### config.mk
export PLATFORM = sky130hd
export DESIGN_NAME = dense_layer_argmax
export DESIGN_NICKNAME = d
export VERILOG_FILES = /design/src/rtl/nn_pkg.sv /design/src/rtl/mac_unit.sv /design/src/rtl/dense_layer_argmax.sv
export SDC_FILE = /design/constraint.sdc
export NUM_CORES = 1
export LEC_CHECK = 0
export CORE_MARGIN = 2
export CORE_UTILIZATION = 35
export CTS_BUF_LIST = sky130_fd_sc_hd__clkbuf_16
export DETAILED_ROUTE_END_ITERATION = 8
export PLACE_DENSITY = 0.57
export SYNTH_ARGS = -nofsm -noshare
export SYNTH_HDL_FRONTEND = slang
export SYNTH_SLANG_ARGS = --single-unit
### constraint.sdc
create_clock -name clk -period 8.5 [get_ports clk]
set_input_delay 1.7 -clock clk [delete_from_list [all_inputs] [get_ports clk]]
set_output_delay 1.7 -clock clk [all_outputs]
set_load 0.03 [all_outputs]
### src/rtl/nn_pkg.sv
// Shared widths and FSM state encoding for the dense layer with argmax.
package nn_pkg;

  typedef enum logic [1:0] {
    IDLE = 2'd0,
    MAC  = 2'd1,
    CMP  = 2'd2,
    DONE = 2'd3
  } nn_state_e;

  // Accumulator holds NUM_IN products plus the bias without overflow.
  function automatic int unsigned acc_width(input int unsigned in_w, input int unsigned w_w,
                                            input int unsigned num_in);
    return in_w + w_w + int'($clog2(num_in + 1));
  endfunction

  function automatic int unsigned idx_width(input int unsigned num_neurons);
    return (num_neurons > 1) ? int'($clog2(num_neurons)) : 1;
  endfunction

  function automatic int unsigned waddr_width(input int unsigned num_in,
                                              input int unsigned num_neurons);
    return int'($clog2(num_neurons * (num_in + 1)));
  endfunction

endpackage

### src/rtl/mac_unit.sv
// Registered signed multiply-accumulate with synchronous clear.
module mac_unit #(
  parameter int unsigned IN_W  = 12,
  parameter int unsigned W_W   = 12,
  parameter int unsigned ACC_W = 26
) (
  input  logic                    clk,
  input  logic                    rst,
  input  logic                    clr,
  input  logic                    en,
  input  logic signed [IN_W-1:0]  x,
  input  logic signed [W_W-1:0]   w,
  output logic signed [ACC_W-1:0] acc
);

  localparam int unsigned PROD_W = IN_W + W_W;

  logic signed [PROD_W-1:0] prod_c;

  assign prod_c = PROD_W'(x) * PROD_W'(w);

  always_ff @(posedge clk or negedge rst) begin
    if (!rst) begin
      acc <= '0;
    end else if (clr) begin
      acc <= '0;
    end else if (en) begin
      acc <= acc + ACC_W'(prod_c);
    end
  end

endmodule

### src/rtl/dense_layer_argmax.sv
// Time-multiplexed fully-connected layer: one shared MAC walks every neuron,
// optional ReLU, and the strict-greater argmax keeps the lowest index on ties.
module dense_layer_argmax
  import nn_pkg::*;
#(
  parameter int unsigned NUM_IN      = 3,
  parameter int unsigned NUM_NEURONS = 5,
  parameter int unsigned IN_W        = 12,
  parameter int unsigned W_W         = 12,
  parameter int unsigned RELU        = 1,
  localparam int unsigned ACC_W = acc_width(IN_W, W_W, NUM_IN),
  localparam int unsigned IDX_W = idx_width(NUM_NEURONS),
  localparam int unsigned WA_W  = waddr_width(NUM_IN, NUM_NEURONS)
) (
  input  logic                     clk,
  input  logic                     rst,
  input  logic [NUM_IN*IN_W-1:0]   in_data,
  input  logic                     in_valid,
  output logic                     in_ready,
  input  logic                     w_we,
  input  logic [WA_W-1:0]          w_addr,
  input  logic signed [W_W-1:0]    w_data,
  output logic signed [ACC_W-1:0]  out_max,
  output logic [IDX_W-1:0]         out_idx,
  output logic                     out_valid,
  input  logic                     out_ready
);

  localparam int unsigned DEPTH = NUM_NEURONS * (NUM_IN + 1);
  localparam int unsigned K_W   = (NUM_IN > 1) ? $clog2(NUM_IN) : 1;
  localparam logic [WA_W:0]    DEPTH_W = (WA_W + 1)'(DEPTH);
  localparam logic [K_W-1:0]   K_LAST  = K_W'(NUM_IN - 1);
  localparam logic [IDX_W-1:0] N_LAST  = IDX_W'(NUM_NEURONS - 1);

  nn_state_e               state;
  logic signed [IN_W-1:0]  x_q [NUM_IN];
  logic signed [W_W-1:0]   w_mem [DEPTH];
  logic [WA_W-1:0]         rd_ptr;
  logic [K_W-1:0]          k_q;
  logic [IDX_W-1:0]        n_q;
  logic signed [ACC_W-1:0] acc;
  logic signed [ACC_W-1:0] best_q;
  logic [IDX_W-1:0]        best_idx_q;
  logic signed [W_W-1:0]   w_rd_c;
  logic signed [ACC_W-1:0] act_c;
  logic signed [ACC_W-1:0] relu_c;
  logic                    take_c;
  logic signed [ACC_W-1:0] win_max_c;
  logic [IDX_W-1:0]        win_idx_c;

  // Weight/bias store; only IDLE writes to in-range addresses land.
  always_ff @(posedge clk) begin
    if (w_we && (state == IDLE) && ({1'b0, w_addr} < DEPTH_W)) begin
      w_mem[w_addr] <= w_data;
    end
  end

  // Weights and bias of a neuron are contiguous, so one pointer walks MAC and CMP reads.
  assign w_rd_c = w_mem[rd_ptr];

  mac_unit #(
    .IN_W  (IN_W),
    .W_W   (W_W),
    .ACC_W (ACC_W)
  ) u_mac (
    .clk (clk),
    .rst (rst),
    .clr (state != MAC),
    .en  (state == MAC),
    .x   (x_q[k_q]),
    .w   (w_rd_c),
    .acc (acc)
  );

  always_comb begin
    act_c  = acc + ACC_W'(w_rd_c);
    relu_c = act_c;
    if ((RELU != 0) && act_c[ACC_W-1]) begin
      relu_c = '0;
    end
    take_c    = (n_q == '0) || (relu_c > best_q);
    win_max_c = take_c ? relu_c : best_q;
    win_idx_c = take_c ? n_q : best_idx_q;
  end

  always_ff @(posedge clk or negedge rst) begin
    if (!rst) begin
      state      <= IDLE;
      in_ready   <= 1'b0;
      out_valid  <= 1'b0;
      out_max    <= '0;
      out_idx    <= '0;
      best_q     <= '0;
      best_idx_q <= '0;
      n_q        <= '0;
      k_q        <= '0;
      rd_ptr     <= '0;
      for (int i = 0; i < int'(NUM_IN); i++) begin
        x_q[i] <= '0;
      end
    end else begin
      case (state)
        IDLE: begin
          in_ready <= 1'b1;
          if (in_valid && in_ready) begin
            for (int i = 0; i < int'(NUM_IN); i++) begin
              x_q[i] <= in_data[i*IN_W +: IN_W];
            end
            n_q      <= '0;
            k_q      <= '0;
            rd_ptr   <= '0;
            in_ready <= 1'b0;
            state    <= MAC;
          end
        end
        MAC: begin
          rd_ptr <= rd_ptr + WA_W'(1);
          if (k_q == K_LAST) begin
            k_q   <= '0;
            state <= CMP;
          end else begin
            k_q <= k_q + K_W'(1);
          end
        end
        CMP: begin
          rd_ptr     <= rd_ptr + WA_W'(1);
          best_q     <= win_max_c;
          best_idx_q <= win_idx_c;
          k_q        <= '0;
          if (n_q == N_LAST) begin
            out_max   <= win_max_c;
            out_idx   <= win_idx_c;
            out_valid <= 1'b1;
            state     <= DONE;
          end else begin
            n_q   <= n_q + IDX_W'(1);
            state <= MAC;
          end
        end
        DONE: begin
          if (out_ready) begin
            out_valid <= 1'b0;
            in_ready  <= 1'b1;
            state     <= IDLE;
          end
        end
        default: state <= IDLE;
      endcase
    end
  end

endmodule

**Word level (Yosys, flattened, before mapping)**

Memories as Yosys holds them, arrays and structs flattened.
Index checks and enable logic that the tools add are counted.

- RAM bits: 240
- Output and inout bits: 31
- Logic and storage cells: 86
- Register bits: 134
- Memories: 1
- Input bits: 58

- Muxes and demuxes: 29
- Equality and inequality tests: 11
- Reduce and logical (&&, ||, !) cells: 21
- Add/sub/neg operators: 5
- $lt $le $gt $ge: 3
- Bitwise logic cells: 1
- $mul: 1

Memory list:

| name | words | bits a word | read ports | clocked after Yosys merged registers in | write ports | RTL line | RTL |
|---|---|---|---|---|---|---|---|
| w_mem | 20 | 12 | 1 | 0 | 1 | dense_layer_argmax.sv:37 | `logic signed [W_W-1:0] w_mem [DEPTH];` |

Operators by type and width:

| kind | count |
|---|---|
| 2-to-1 mux 26 bit | 3 |
| adder 26 x 12 -> 26 bit | 1 |
| adder 26 x 24 -> 26 bit | 1 |
| > comparator 26 bit | 1 |
| 2-to-1 mux 25 bit | 1 |
| binary-select mux 12 bit (select 2 bit) | 1 |
| multiplier 12 x 12 -> 24 bit | 1 |
| 2-to-1 mux 12 bit | 2 |
| 2-to-1 mux 2 bit | 6 |
| case mux 5 bit (2 select lines) | 1 |
| AND reduction 2 bit | 5 |
| nonzero test 2 bit | 5 |
| 2-to-1 mux 3 bit | 3 |
| AND reduction 3 bit | 3 |
| inequality test 2 bit (second input constant) | 4 |
| case mux 2 bit (4 select lines) | 1 |
| == test 2 bit (second input constant) | 3 |
| 2-to-1 mux 1 bit | 6 |
| case mux 2 bit (3 select lines) | 1 |
| case mux 3 bit (2 select lines) | 1 |
| adder 5 x 1 -> 5 bit (second input constant) | 1 |
| less-than comparator 5 bit (second input constant) | 1 |
| 2-to-1 mux 5 bit | 1 |
| inequality test 2 x 1 -> 1 bit (second input constant) | 2 |
| 13 further kinds | 16 |

**Logic depth before layout (Yosys ltp)**

- Word-level depth: 8
- Mapped depth: 29
- Mapped depth without buffers: 24

**Cells and area by module**

A second synthesis with hierarchy kept.

- Cell total of the unflattened synthesis: 1878
- Area total of the unflattened synthesis: 23706.5 sq um

Modules (own cells, without submodules):

| module | area an instance (sq um) | cells each | sequential area each (sq um) | times used |
|---|---|---|---|---|
| dense_layer_argmax | 15870.2 | 1045 | 9909.5 | 1 |
| mac_unit | 7836.3 | 833 | 650.6 | 1 |

**Least setup slack after synthesis**

Ideal clock, no wire load.

- Path kind: reg2reg
- Start point: register rd_ptr[0]
- End point: register u_mac.acc[22]
- Buffers on the path: 2
- Path slack: 1.228 ns
- Stages on the path, launching flop included: 24
- Data arrival time: 7.153 ns
- Period minus slack after synthesis: 7.272 ns
- Required time: 8.381 ns
- Setup time: 0.119 ns
- Cells stage by stage: dfrtp_1 -> buf_4 -> buf_1 -> mux4_2 -> mux4_2 -> mux2i_1 -> nor2_1 -> inv_1 -> fa_1 -> fa_1 -> inv_1 -> fa_1 -> fa_1 -> fa_1 -> ha_1 -> ha_1 -> and2_1 -> a41oi_1 -> o21ai_0 -> o211ai_1 -> a21oi_1 -> o41ai_1 -> xnor2_1 -> and2_1

- Longest elaborated chain between the ends: 5

Ends and longest elaborated chain:

| what | RTL line | RTL |
|---|---|---|
| start: declaration | dense_layer_argmax.sv:38 | `logic [WA_W-1:0] rd_ptr;` |
| start signal: assignment | dense_layer_argmax.sv:117 | `rd_ptr <= rd_ptr + WA_W'(1);` |
| start signal: assignment | dense_layer_argmax.sv:126 | `rd_ptr <= rd_ptr + WA_W'(1);` |
| memory read (20 x 12 bit) | -- |  |
| multiplier 12 x 12 -> 24 bit | mac_unit.sv:20 | `assign prod_c = PROD_W'(x) * PROD_W'(w);` |
| adder 26 x 24 -> 26 bit | mac_unit.sv:28 | `acc <= acc + ACC_W'(prod_c);` |
| 2-to-1 mux 26 bit | mac_unit.sv:27 | `end else if (en) begin` |
| 2-to-1 mux 26 bit | mac_unit.sv:25 | `end else if (clr) begin` |
| end signal: assignment | mac_unit.sv:28 |  |
| end: declaration | mac_unit.sv:13 | `output logic signed [ACC_W-1:0] acc` |

Every way passes these cells. The select of a mux whose other input is x is not followed.
A chain may end at the register's enable or synchronous reset.

**Worst setup path after layout**

Same ends and word-level chain as after synthesis.

==> summary.md <==
| Metric | Value |
|---|---|
| CTS Buffer Depth | 3 |
| RSZ-0062 raised after global routing | no |
| Final ANT Viol Nets | 0 |
| Worst Path Arrival | 8.32 ns |
| YS warnings | 0 |
| Die width | 264 um |
| H-tree depth | 2 |
| Routed WL | 55200 um |
| Final hold violation count | 0 |
| GRT Total Usage | 16.2% |
| Distinct cells, synth | 72 |
| Layout cell share with drive strength beyond 1 | 12.3% |
| IO Count | 89 |
| Drt via density | 5.09 |
| Placed Area | 25900 um2 |
| Grt total ovfl | 0 |
| HPWL after DPL | 40900 um |
| Remaining design rule violation count | 0 |
| First-pass GRT wire length | 89200 um |
| Root Driver | clkbuf_16 |
| First-pass DRT Iterations | 7 |
| Min-delay src | out_idx[2] |
| # setup viols final | 0 |
| Worst R2R Path Depth | 25 |
| Post-synthesis async set-or-reset flop share | 35.8% |
| Hold depth | 2 |
| Area grow syn2layout | 14.5% |
| Clock slew at reported path FFs | 0.07 ns |
| Net count after synthesis | 2315 |
| DR vias | 15000 |
| Reg2reg end | u_mac.acc[22] |
| Flop-to-flop setup slack | 0.63 ns |
| Diodes inserted | 0 |
| Synthesis-stage register bit count | 374 |
| Critical path type | flip-flop to flip-flop |
| Nets | 2414 |
| Fmax | 127 MHz |
| Post-synth EDFFs | 240 |
| Synthesized area per cell | 12.1 um2 |
| Normalized max-slew margin | 32.1% |
| Final RePlAce weighted congestion | 0.849 |
| Tcrit/Tclk final | 92.5% |
| CTS tree | built |
| Worst Path Required | 8.96 ns |
| Hold-fix buffers, CTS | 0 |
| Tmin final | 7.87 ns |
| Synth area leader | edfxtp_1 |
| CP max FO | 17 |
| Synthesized area | 23700 um2 |
| Setup TNS | 0 ns |
| Hold path endpoint | out_idx[2] |
| Avg WL per Cell | 18.7 um |
| Row cnt | 95 |
| Slew @ Worst Pin | 1.02 ns |
| Clock Latency Late Sink | 0.58 ns |
| Post-layout instance area | 27200 um2 |
| Ranking of synthesized cells by area | edfxtp_1, fa_1, dfrtp_1, ha_1, mux4_2 |
| IO Port Bufs | 88 |
| Status | complete, no violations |
| 1st-iter DRT viols | 919 |
| Area fraction of the dominant cell type after synthesis | 30.4% |
| R2R Path Start | rd_ptr[0] |
| Core footprint | 67200 um2 |
| Largest net degree at the start of global routing | 73 |
| Cells after synthesis | 1957 |
| Crit. End Element | flip-flop |
| Die Height | 264 um |
| PostCTS Resize Cnt | 0 |
| Initial core utilization | 35.3% |
| Die ar. | 69900 um2 |
| Initial antenna violation count | 0 |
| Sequential element share of the synthesized area | 44.5% |
| Clk sink count | 374 |
| Postcts setup bufs | 0 |
| Worst min path class | flip-flop to flip-flop |
| Most frequent cells in the layout | inv_1, edfxtp_1, fa_1 |
| Number of global-route vias before repair | 16100 |
| Most common cell after layout, fill and taps aside | inv_1 |
| Synth Flop Type | edfxtp_1 |
| Number of max-cap violations | 0 |
| Cts bufs inserted | 41 |
| Final count of pins violating max slew | 0 |
| CP startpoint kind | flip-flop |
| Final setup skew | 0.0180 ns |
-- sequential cells by signal, summed over array words and instances (netlist names) --
signal	cells
out_max	26
state	2
w_mem	240
best_q	26
k_q	2
n_q	3
x_q	36
u_mac.acc	26
rd_ptr	5
in_ready	1
out_valid	1
best_idx_q	3
out_idx	3
-- worst max-delay path, stage by stage (launching register included) --
cell      delay [ns]
dfrtp_4         0.64
buf_4           0.29
mux4_2          0.54
mux4_2          0.51
mux2i_1         0.15
buf_4           0.21
inv_1           0.14
nand2_1         0.15
inv_1           0.10
fa_1            0.49
inv_1           0.05
fa_1            0.50
inv_1           0.05
fa_1            0.49
fa_1            0.56
fa_1            0.43
fa_1            0.44
ha_1            0.35
and3_1          0.19
nand2_1         0.09
a211oi_1        0.46
o211ai_1        0.19
a21oi_1         0.28
o41ai_1         0.14
xnor2_1         0.13
and2_1          0.16
-- cell type report --
class / count / area (um2)
clock inverter: 30 / 255
clock buffer: 42 / 1050
timing repair buffer: 141 / 1330
multi-input combinational: 1262 / 12000
inverter: 236 / 886
fill: 6297 / 40000
sequential: 374 / 10600
tap: 873 / 1090
-- routing by layer --
layer  vias to the layer above  GRT usage (%)  share of wire (%)
met5                         -              0                  0
met4                         0           5.45                3.1
met3                        89           2.46                3.8
met2                       268           28.0                 49
met1                      7665           20.9                 44
li1                       7022              -                  -
-- cell usage after synthesis, types with 12 or more instances --
cell,number
edfxtp_1,240
inv_1,236
fa_1,172
nor2_1,165
nand2_1,151
dfrtp_1,134
ha_1,128
a21oi_1,87
mux4_2,71
clkbuf_1,51
mux2_2,43
o21ai_0,42
a21o_1,37
nor3_1,31
mux2i_1,29
xnor2_1,29
and2_1,26
nor2b_1,26
o31ai_1,25
buf_2,19
nand2b_1,18
nand3_1,16
nand4_1,16
a31oi_1,15
or4_1,13
buf_1,12
xor2_1,12
-- cells by family (layout without fill, tap and decap cells) --
group / count (synthesis) / count (layout) / synth area share, %
simple gates: 502 / 502 / 9.84
flops: 374 / 374 / 44.5
buf+inv: 321 / 449 / 5.23
fa+ha+maj: 300 / 300 / 21.3
compound gates: 275 / 275 / 7.55
mux: 143 / 143 / 10.0
xor+xnor: 42 / 42 / 1.58
-- worst max path at each step --
stage	startpoint	to	slack (ns)
5_1_grt	rd_ptr[0]	out_max[20]	0.19
6_report	rd_ptr[0]	u_mac.acc[22]	0.63
4_1_cts	rd_ptr[0]	u_mac.acc[22]	0.58
3_3_place_gp	rd_ptr[0]	u_mac.acc[22]	0.69
2_1_floorplan	rd_ptr[0]	u_mac.acc[22]	1.23
3_5_place_dp	rd_ptr[0]	u_mac.acc[22]	0.61
-- metrics by stage --
step                      cells  hold slack (ns)  setup WS [ns]  utilization, %
after global placement     2886            0.462          0.685            38.5
after CTS                  2958            0.484          0.584            40.4
after global routing       2958            0.497          0.189            40.4
final                      2958            0.474          0.634            40.4
after detailed placement   2886            0.471          0.609            38.5
after floorplan            1957            0.449           1.23               -
Power is not shown: default switching activity piles up to over one toggle a cycle in this logic, so the estimate is an artifact.
